==> config.mk <==
export PLATFORM = sky130hd
export DESIGN_NAME = mem_stage_sram
export DESIGN_NICKNAME = d
export VERILOG_FILES = /design/src/rtl/mem_stage_pkg.sv /design/src/rtl/sram_access_fsm.sv /design/src/rtl/mem_stage_sram.sv
export SDC_FILE = /design/constraint.sdc
export NUM_CORES = 1
export LEC_CHECK = 0
export CAP_MARGIN = 20
export CORE_UTILIZATION = 30
export CTS_CLUSTER_SIZE = 16
export DETAILED_ROUTE_END_ITERATION = 12
export PLACE_DENSITY_LB_ADDON = 0.25
export SYNTH_ARGS = -nofsm -noshare
export SYNTH_HDL_FRONTEND = slang
export SYNTH_HIERARCHICAL = 1
export SYNTH_SLANG_ARGS = --single-unit
==> constraint.sdc <==
create_clock -name clk -period 7.5 [get_ports clk]
set_input_delay 1.125 -clock clk [delete_from_list [all_inputs] [get_ports clk]]
set_output_delay 1.125 -clock clk [all_outputs]
set_load 0.01 [all_outputs]
==> src/rtl/mem_stage_pkg.sv <==
// Shared types for the MEM stage: SRAM geometry, access FSM states and the
// EX/MEM pipeline register payload.
package mem_stage_pkg;

  localparam int unsigned SRAM_AW = 18;
  localparam int unsigned SRAM_DW = 16;
  localparam int unsigned XLEN    = 32;
  localparam int unsigned REG_AW  = 4;
  localparam int unsigned CNT_W   = 4;

  typedef enum logic [1:0] {
    IDLE = 2'd0,
    LO   = 2'd1,
    HI   = 2'd2,
    DONE = 2'd3
  } mem_state_t;

  typedef struct packed {
    logic              wb_en;
    logic              mem_r_en;
    logic              mem_w_en;
    logic [XLEN-1:0]   alu_res;
    logic [XLEN-1:0]   val_rm;
    logic [REG_AW-1:0] dest;
  } exmem_t;

endpackage

==> src/rtl/sram_access_fsm.sv <==
// Sequences one 32-bit load/store as two fixed-latency half-word SRAM
// accesses (low half first) and assembles load data.
// Ports: clk, rst (sync, active-high); r_en/w_en/alu_res/val_rm from the
// EX/MEM register; sram_* pins; ready_c (combinational stall release),
// done (DONE state), rdata (assembled load data).
module sram_access_fsm
  import mem_stage_pkg::*;
#(
  parameter int unsigned WAIT_CYCLES = 3,
  parameter int unsigned BASE_ADDR   = 1024
) (
  input  logic               clk,
  input  logic               rst,
  input  logic               r_en,
  input  logic               w_en,
  input  logic [XLEN-1:0]    alu_res,
  input  logic [XLEN-1:0]    val_rm,
  input  logic [SRAM_DW-1:0] sram_rdata,
  output logic               ready_c,
  output logic               done,
  output logic [SRAM_AW-1:0] sram_addr,
  output logic [SRAM_DW-1:0] sram_wdata,
  output logic               sram_we_n,
  output logic [XLEN-1:0]    rdata
);

  localparam logic [CNT_W-1:0] CNT_LAST = CNT_W'(WAIT_CYCLES - 1);

  mem_state_t       state;
  mem_state_t       state_nxt;
  logic [CNT_W-1:0] cnt;
  logic             cnt_last;
  logic             mem_op;
  logic             is_load;
  logic [XLEN-1:0]  offset;
  logic [16:0]      word;
  logic             access_nxt;
  logic             half_nxt;
  logic             unused_offset;

  assign mem_op   = r_en | w_en;
  // Both enables set is a store, so only a pure read captures data.
  assign is_load  = r_en & ~w_en;
  assign cnt_last = (cnt == CNT_LAST);

  // Modulo-2^32 rebase; underflow simply wraps.
  assign offset        = alu_res - XLEN'(BASE_ADDR);
  assign word          = offset[18:2];
  assign unused_offset = ^{offset[31:19], offset[1:0]};

  assign ready_c = ((state == IDLE) && !mem_op) || (state == DONE);
  assign done    = (state == DONE);

  // State register.
  always_ff @(posedge clk) begin
    if (rst) state <= IDLE;
    else     state <= state_nxt;
  end

  // Next-state logic.
  always_comb begin
    state_nxt = state;
    case (state)
      IDLE: if (mem_op)   state_nxt = LO;
      LO:   if (cnt_last) state_nxt = HI;
      HI:   if (cnt_last) state_nxt = DONE;
      DONE:               state_nxt = IDLE;
    endcase
  end

  // Wait counter: runs inside LO/HI, cleared on every phase boundary.
  always_ff @(posedge clk) begin
    if (rst || cnt_last || (state == IDLE) || (state == DONE)) cnt <= '0;
    else                                                       cnt <= cnt + CNT_W'(1);
  end

  assign access_nxt = (state_nxt == LO) || (state_nxt == HI);
  assign half_nxt   = (state_nxt == HI);

  // Pins are registered from the next state so they line up with LO/HI.
  always_ff @(posedge clk) begin
    if (rst || !access_nxt) begin
      sram_addr  <= '0;
      sram_wdata <= '0;
      sram_we_n  <= 1'b1;
    end else begin
      sram_addr  <= {word, half_nxt};
      sram_wdata <= !w_en   ? '0 :
                    half_nxt ? val_rm[31:16] : val_rm[15:0];
      sram_we_n  <= ~w_en;
    end
  end

  // Load data captured on the last cycle of each half access.
  always_ff @(posedge clk) begin
    if (rst) begin
      rdata <= '0;
    end else if (is_load && cnt_last) begin
      if (state == LO)      rdata[15:0]  <= sram_rdata;
      else if (state == HI) rdata[31:16] <= sram_rdata;
    end
  end

endmodule

==> src/rtl/mem_stage_sram.sv <==
// MEM pipeline stage: EX/MEM register plus a two-half-word SRAM sequencer.
// ready=0 freezes the front of the pipeline while an access is in flight.
// Ports: clk, rst (sync, active-high); exe_* from EX; mem_* to WB and
// forwarding; sram_* to the 16-bit SRAM.
// Optional: MEM_STAGE_STATS_EN adds stat_stall_cycles and stat_mem_ops.
module mem_stage_sram
  import mem_stage_pkg::*;
#(
  parameter int unsigned WAIT_CYCLES = 3,
  parameter int unsigned BASE_ADDR   = 1024
) (
  input  logic               clk,
  input  logic               rst,
  input  logic               exe_wb_en,
  input  logic               exe_mem_r_en,
  input  logic               exe_mem_w_en,
  input  logic [XLEN-1:0]    exe_alu_res,
  input  logic [XLEN-1:0]    exe_val_rm,
  input  logic [REG_AW-1:0]  exe_dest,
  output logic               mem_wb_en,
  output logic               mem_mem_r_en,
  output logic [REG_AW-1:0]  mem_dest,
  output logic [XLEN-1:0]    mem_alu_res,
  output logic [XLEN-1:0]    mem_rdata,
  output logic               ready,
  output logic [SRAM_AW-1:0] sram_addr,
  output logic [SRAM_DW-1:0] sram_wdata,
  input  logic [SRAM_DW-1:0] sram_rdata,
  output logic               sram_we_n
`ifdef MEM_STAGE_STATS_EN
  ,
  output logic [31:0]        stat_stall_cycles,
  output logic [31:0]        stat_mem_ops
`endif
);

  exmem_t exe_d;
  exmem_t mem_q;
  logic   ready_c;
  logic   done;

  always_comb begin
    exe_d          = '0;
    exe_d.wb_en    = exe_wb_en;
    exe_d.mem_r_en = exe_mem_r_en;
    exe_d.mem_w_en = exe_mem_w_en;
    exe_d.alu_res  = exe_alu_res;
    exe_d.val_rm   = exe_val_rm;
    exe_d.dest     = exe_dest;
  end

  // EX/MEM register, frozen while the access is in flight.
  always_ff @(posedge clk) begin
    if (rst)          mem_q <= '0;
    else if (ready_c) mem_q <= exe_d;
  end

  assign mem_wb_en    = mem_q.wb_en;
  assign mem_mem_r_en = mem_q.mem_r_en;
  assign mem_dest     = mem_q.dest;
  assign mem_alu_res  = mem_q.alu_res;
  assign ready        = ready_c;

  sram_access_fsm #(
    .WAIT_CYCLES (WAIT_CYCLES),
    .BASE_ADDR   (BASE_ADDR)
  ) u_fsm (
    .clk        (clk),
    .rst        (rst),
    .r_en       (mem_q.mem_r_en),
    .w_en       (mem_q.mem_w_en),
    .alu_res    (mem_q.alu_res),
    .val_rm     (mem_q.val_rm),
    .sram_rdata (sram_rdata),
    .ready_c    (ready_c),
    .done       (done),
    .sram_addr  (sram_addr),
    .sram_wdata (sram_wdata),
    .sram_we_n  (sram_we_n),
    .rdata      (mem_rdata)
  );

`ifdef MEM_STAGE_STATS_EN
  // Stall and completed-access counters, wrapping modulo 2^32.
  always_ff @(posedge clk) begin
    if (rst) begin
      stat_stall_cycles <= '0;
      stat_mem_ops      <= '0;
    end else begin
      if (!ready_c) stat_stall_cycles <= stat_stall_cycles + 32'd1;
      if (done)     stat_mem_ops      <= stat_mem_ops + 32'd1;
    end
  end
`endif

endmodule

==> summary.md <==
| Metric | Value |
|---|---|
| Core Area | 0.0182 sq mm |
| Vias per std cell | 4.38 |
| Clock Skew | 0.00630 ns |
| Final hold viol count | 0 |
| Clock Tree Buf Depth | 2 |
| TritonCTS buffer count | 17 |
| # IOs | 195 |
| Vias in the first global route | 4088 |
| Period utilization | 43.2% |
| Starting Density | 31.0% |
| CTS clk-pin slew, worst paths | 0.06 ns |
| Mean Syn Cell Area | 10.6 sq um |
| WP data arrival | 2.12 ns |
| Startpoint Class | flop |
| Max-slew violations | 0 |
| WP data required | 6.38 ns |
| Max_cap viols | 0 |
| Worst-path fanout max | 10 |
| Vias | 4039 |
| Finished Core Util | 44.0% |
| Setup-violating endpoint count in the final report | 0 |
| Total track usage | 14.4% |
| RSZ-0062 raised after global routing | no |
| Final wirelength | 13500 microns |
| Final HPWL DP | 9560 microns |
| Wirelength per Cell | 14.7 microns |
| Clk_lat worst skew | 0.41 ns |
| Failing checks | design-rule violations |
| Final GP Congestion | 0.788 |
| Slew headroom | 28.6% |
| Hold slack | 0.465 ns |
| Setup TNS | 0 ns |
| First-pass GRT wire length | 21700 microns |
| Root buf cell | clkbuf_16 |
| Min cycle time layout | 3.24 ns |
| Chip height | 139 microns |
| Ant diodes | 0 |
| Die area | 0.0194 sq mm |
| Setup Buffers After CTS | 0 |
| Number of synthesis warnings | 6 |
| Outcome | finished, violations left |
| Mapped Cells | 530 |
| Cells resized by post-CTS repair | 0 |
| Initial DRC Count | 161 |
| GR Overflow Total | 0 |
| Rows | 49 |
| CTS tree | built |
| H-tree depth | 4 |
| Post-Syn Area | 0.00564 sq mm |
| Worst Setup End Kind | primary output |
| Share of post-route cells with drive strength above 1 | 6.05% |
| Worst slew pin tran | 1.07 ns |
| Pin count of the biggest net entering global routing | 74 |
| Total leakage power | 3.25 nW |
| DRC violations left | 17 |
| Maximum VDD drop | 156 uV |
| Port Buffers | 194 |
| Die width | 139 microns |
| Sink Count | 144 |
| P&R area growth vs syn | 41.8% |
| Initial antenna violation count | 0 |
| Hold Buf Count CTS | 0 |
| Power per Cell Area | 261 mW/mm^2 |
| HP Class | flop to flop |
| Syn Nets | 623 |
| Final nets | 775 |
| Post-DRT Antenna Nets | 0 |
| Critical path type | flop to primary output |
| DR pass1 iterations | 12 |
| Max frequency | 309 MHz |
[flip-flops by register name (all words and copies together) (netlist names)]
| signal | count |
|---|---|
| mem_dest | 4 |
| mem_alu_res | 32 |
| u_fsm/state | 2 |
| mem_mem_r_en | 1 |
| u_fsm/sram_we_n | 1 |
| u_fsm/cnt | 4 |
| u_fsm/rdata | 32 |
| mem_wb_en | 1 |
| u_fsm/sram_addr | 18 |
| mem_q | 33 |
| u_fsm/sram_wdata | 16 |
[layer usage]
layer,wire length (microns),track usage (%),part of all wire (%)
met1,5810,17.0,43
met2,6430,23.8,47
met3,1190,6.22,8.8
met4,103,4.21,0.76
met5,0,0,0
[cells in the final DEF, fill, tap and decap left out, types with 2 or more instances in the layout]
cell	n
clkdlybuf4s50_1	193
dfxtp_1	144
mux2i_1	120
nor2_1	96
nand2b_1	52
clkbuf_16	17
and2_1	9
clkbuf_8	5
a21oi_1	5
clkinv_2	4
ha_1	4
buf_4	3
inv_1	3
or4_1	3
nand2_1	3
o21ai_0	3
xnor2_1	3
or3_1	3
o31ai_1	3
clkinv_4	2
clkinvlp_4	2
nor3b_1	2
nor3_4	2
or3_4	2
[worst paths after layout]
kind / start / end / slack [ns] / cells after the start
max: mem_q[68] / ready / 4.26 / 3
min: u_fsm/cnt[0] / u_fsm/cnt[0] / 0.47 / 1
max reg2reg: u_fsm/cnt[0] / u_fsm/sram_wdata[10] / 4.53 / 8
min reg2reg: u_fsm/cnt[0] / u_fsm/cnt[0] / 0.47 / 1
[report_power, final]
group	switching [mW]	internal, mW
clock	0.311	0.497
combinational	0.179	0.228
sequential	0.0420	0.835
total	0.532	1.56
[layout make-up]
class / instances / area [sq um]
fillers: 1736 / 10200
flip-flops and latches: 144 / 2880
multi-input cells: 319 / 2280
repair buffers: 197 / 1970
clock buffers: 22 / 494
well taps: 229 / 287
clock inverters: 9 / 82.6
inverters: 3 / 11.3
[worst max-delay path, stage by stage (launching register included)]
cell and delay, ns:
dfxtp_1 0.33, or4_1 0.61, nand2_4 0.20, clkdlybuf4s50_1 0.57
[per-stage QoR]
step                std cells  total power [mW]  instance area, sq um  setup WS (ns)
detailed placement        891              1.31                  7410           4.49
global placement          891              1.30                  7410           4.54
floorplan                 530              1.19                  5640           5.12
finish                    923              2.09                  8000           4.26
CTS                       922              2.12                  7990           4.22
global route              923              2.20                  8000           4.14
Power figures use the tool's default switching activity.
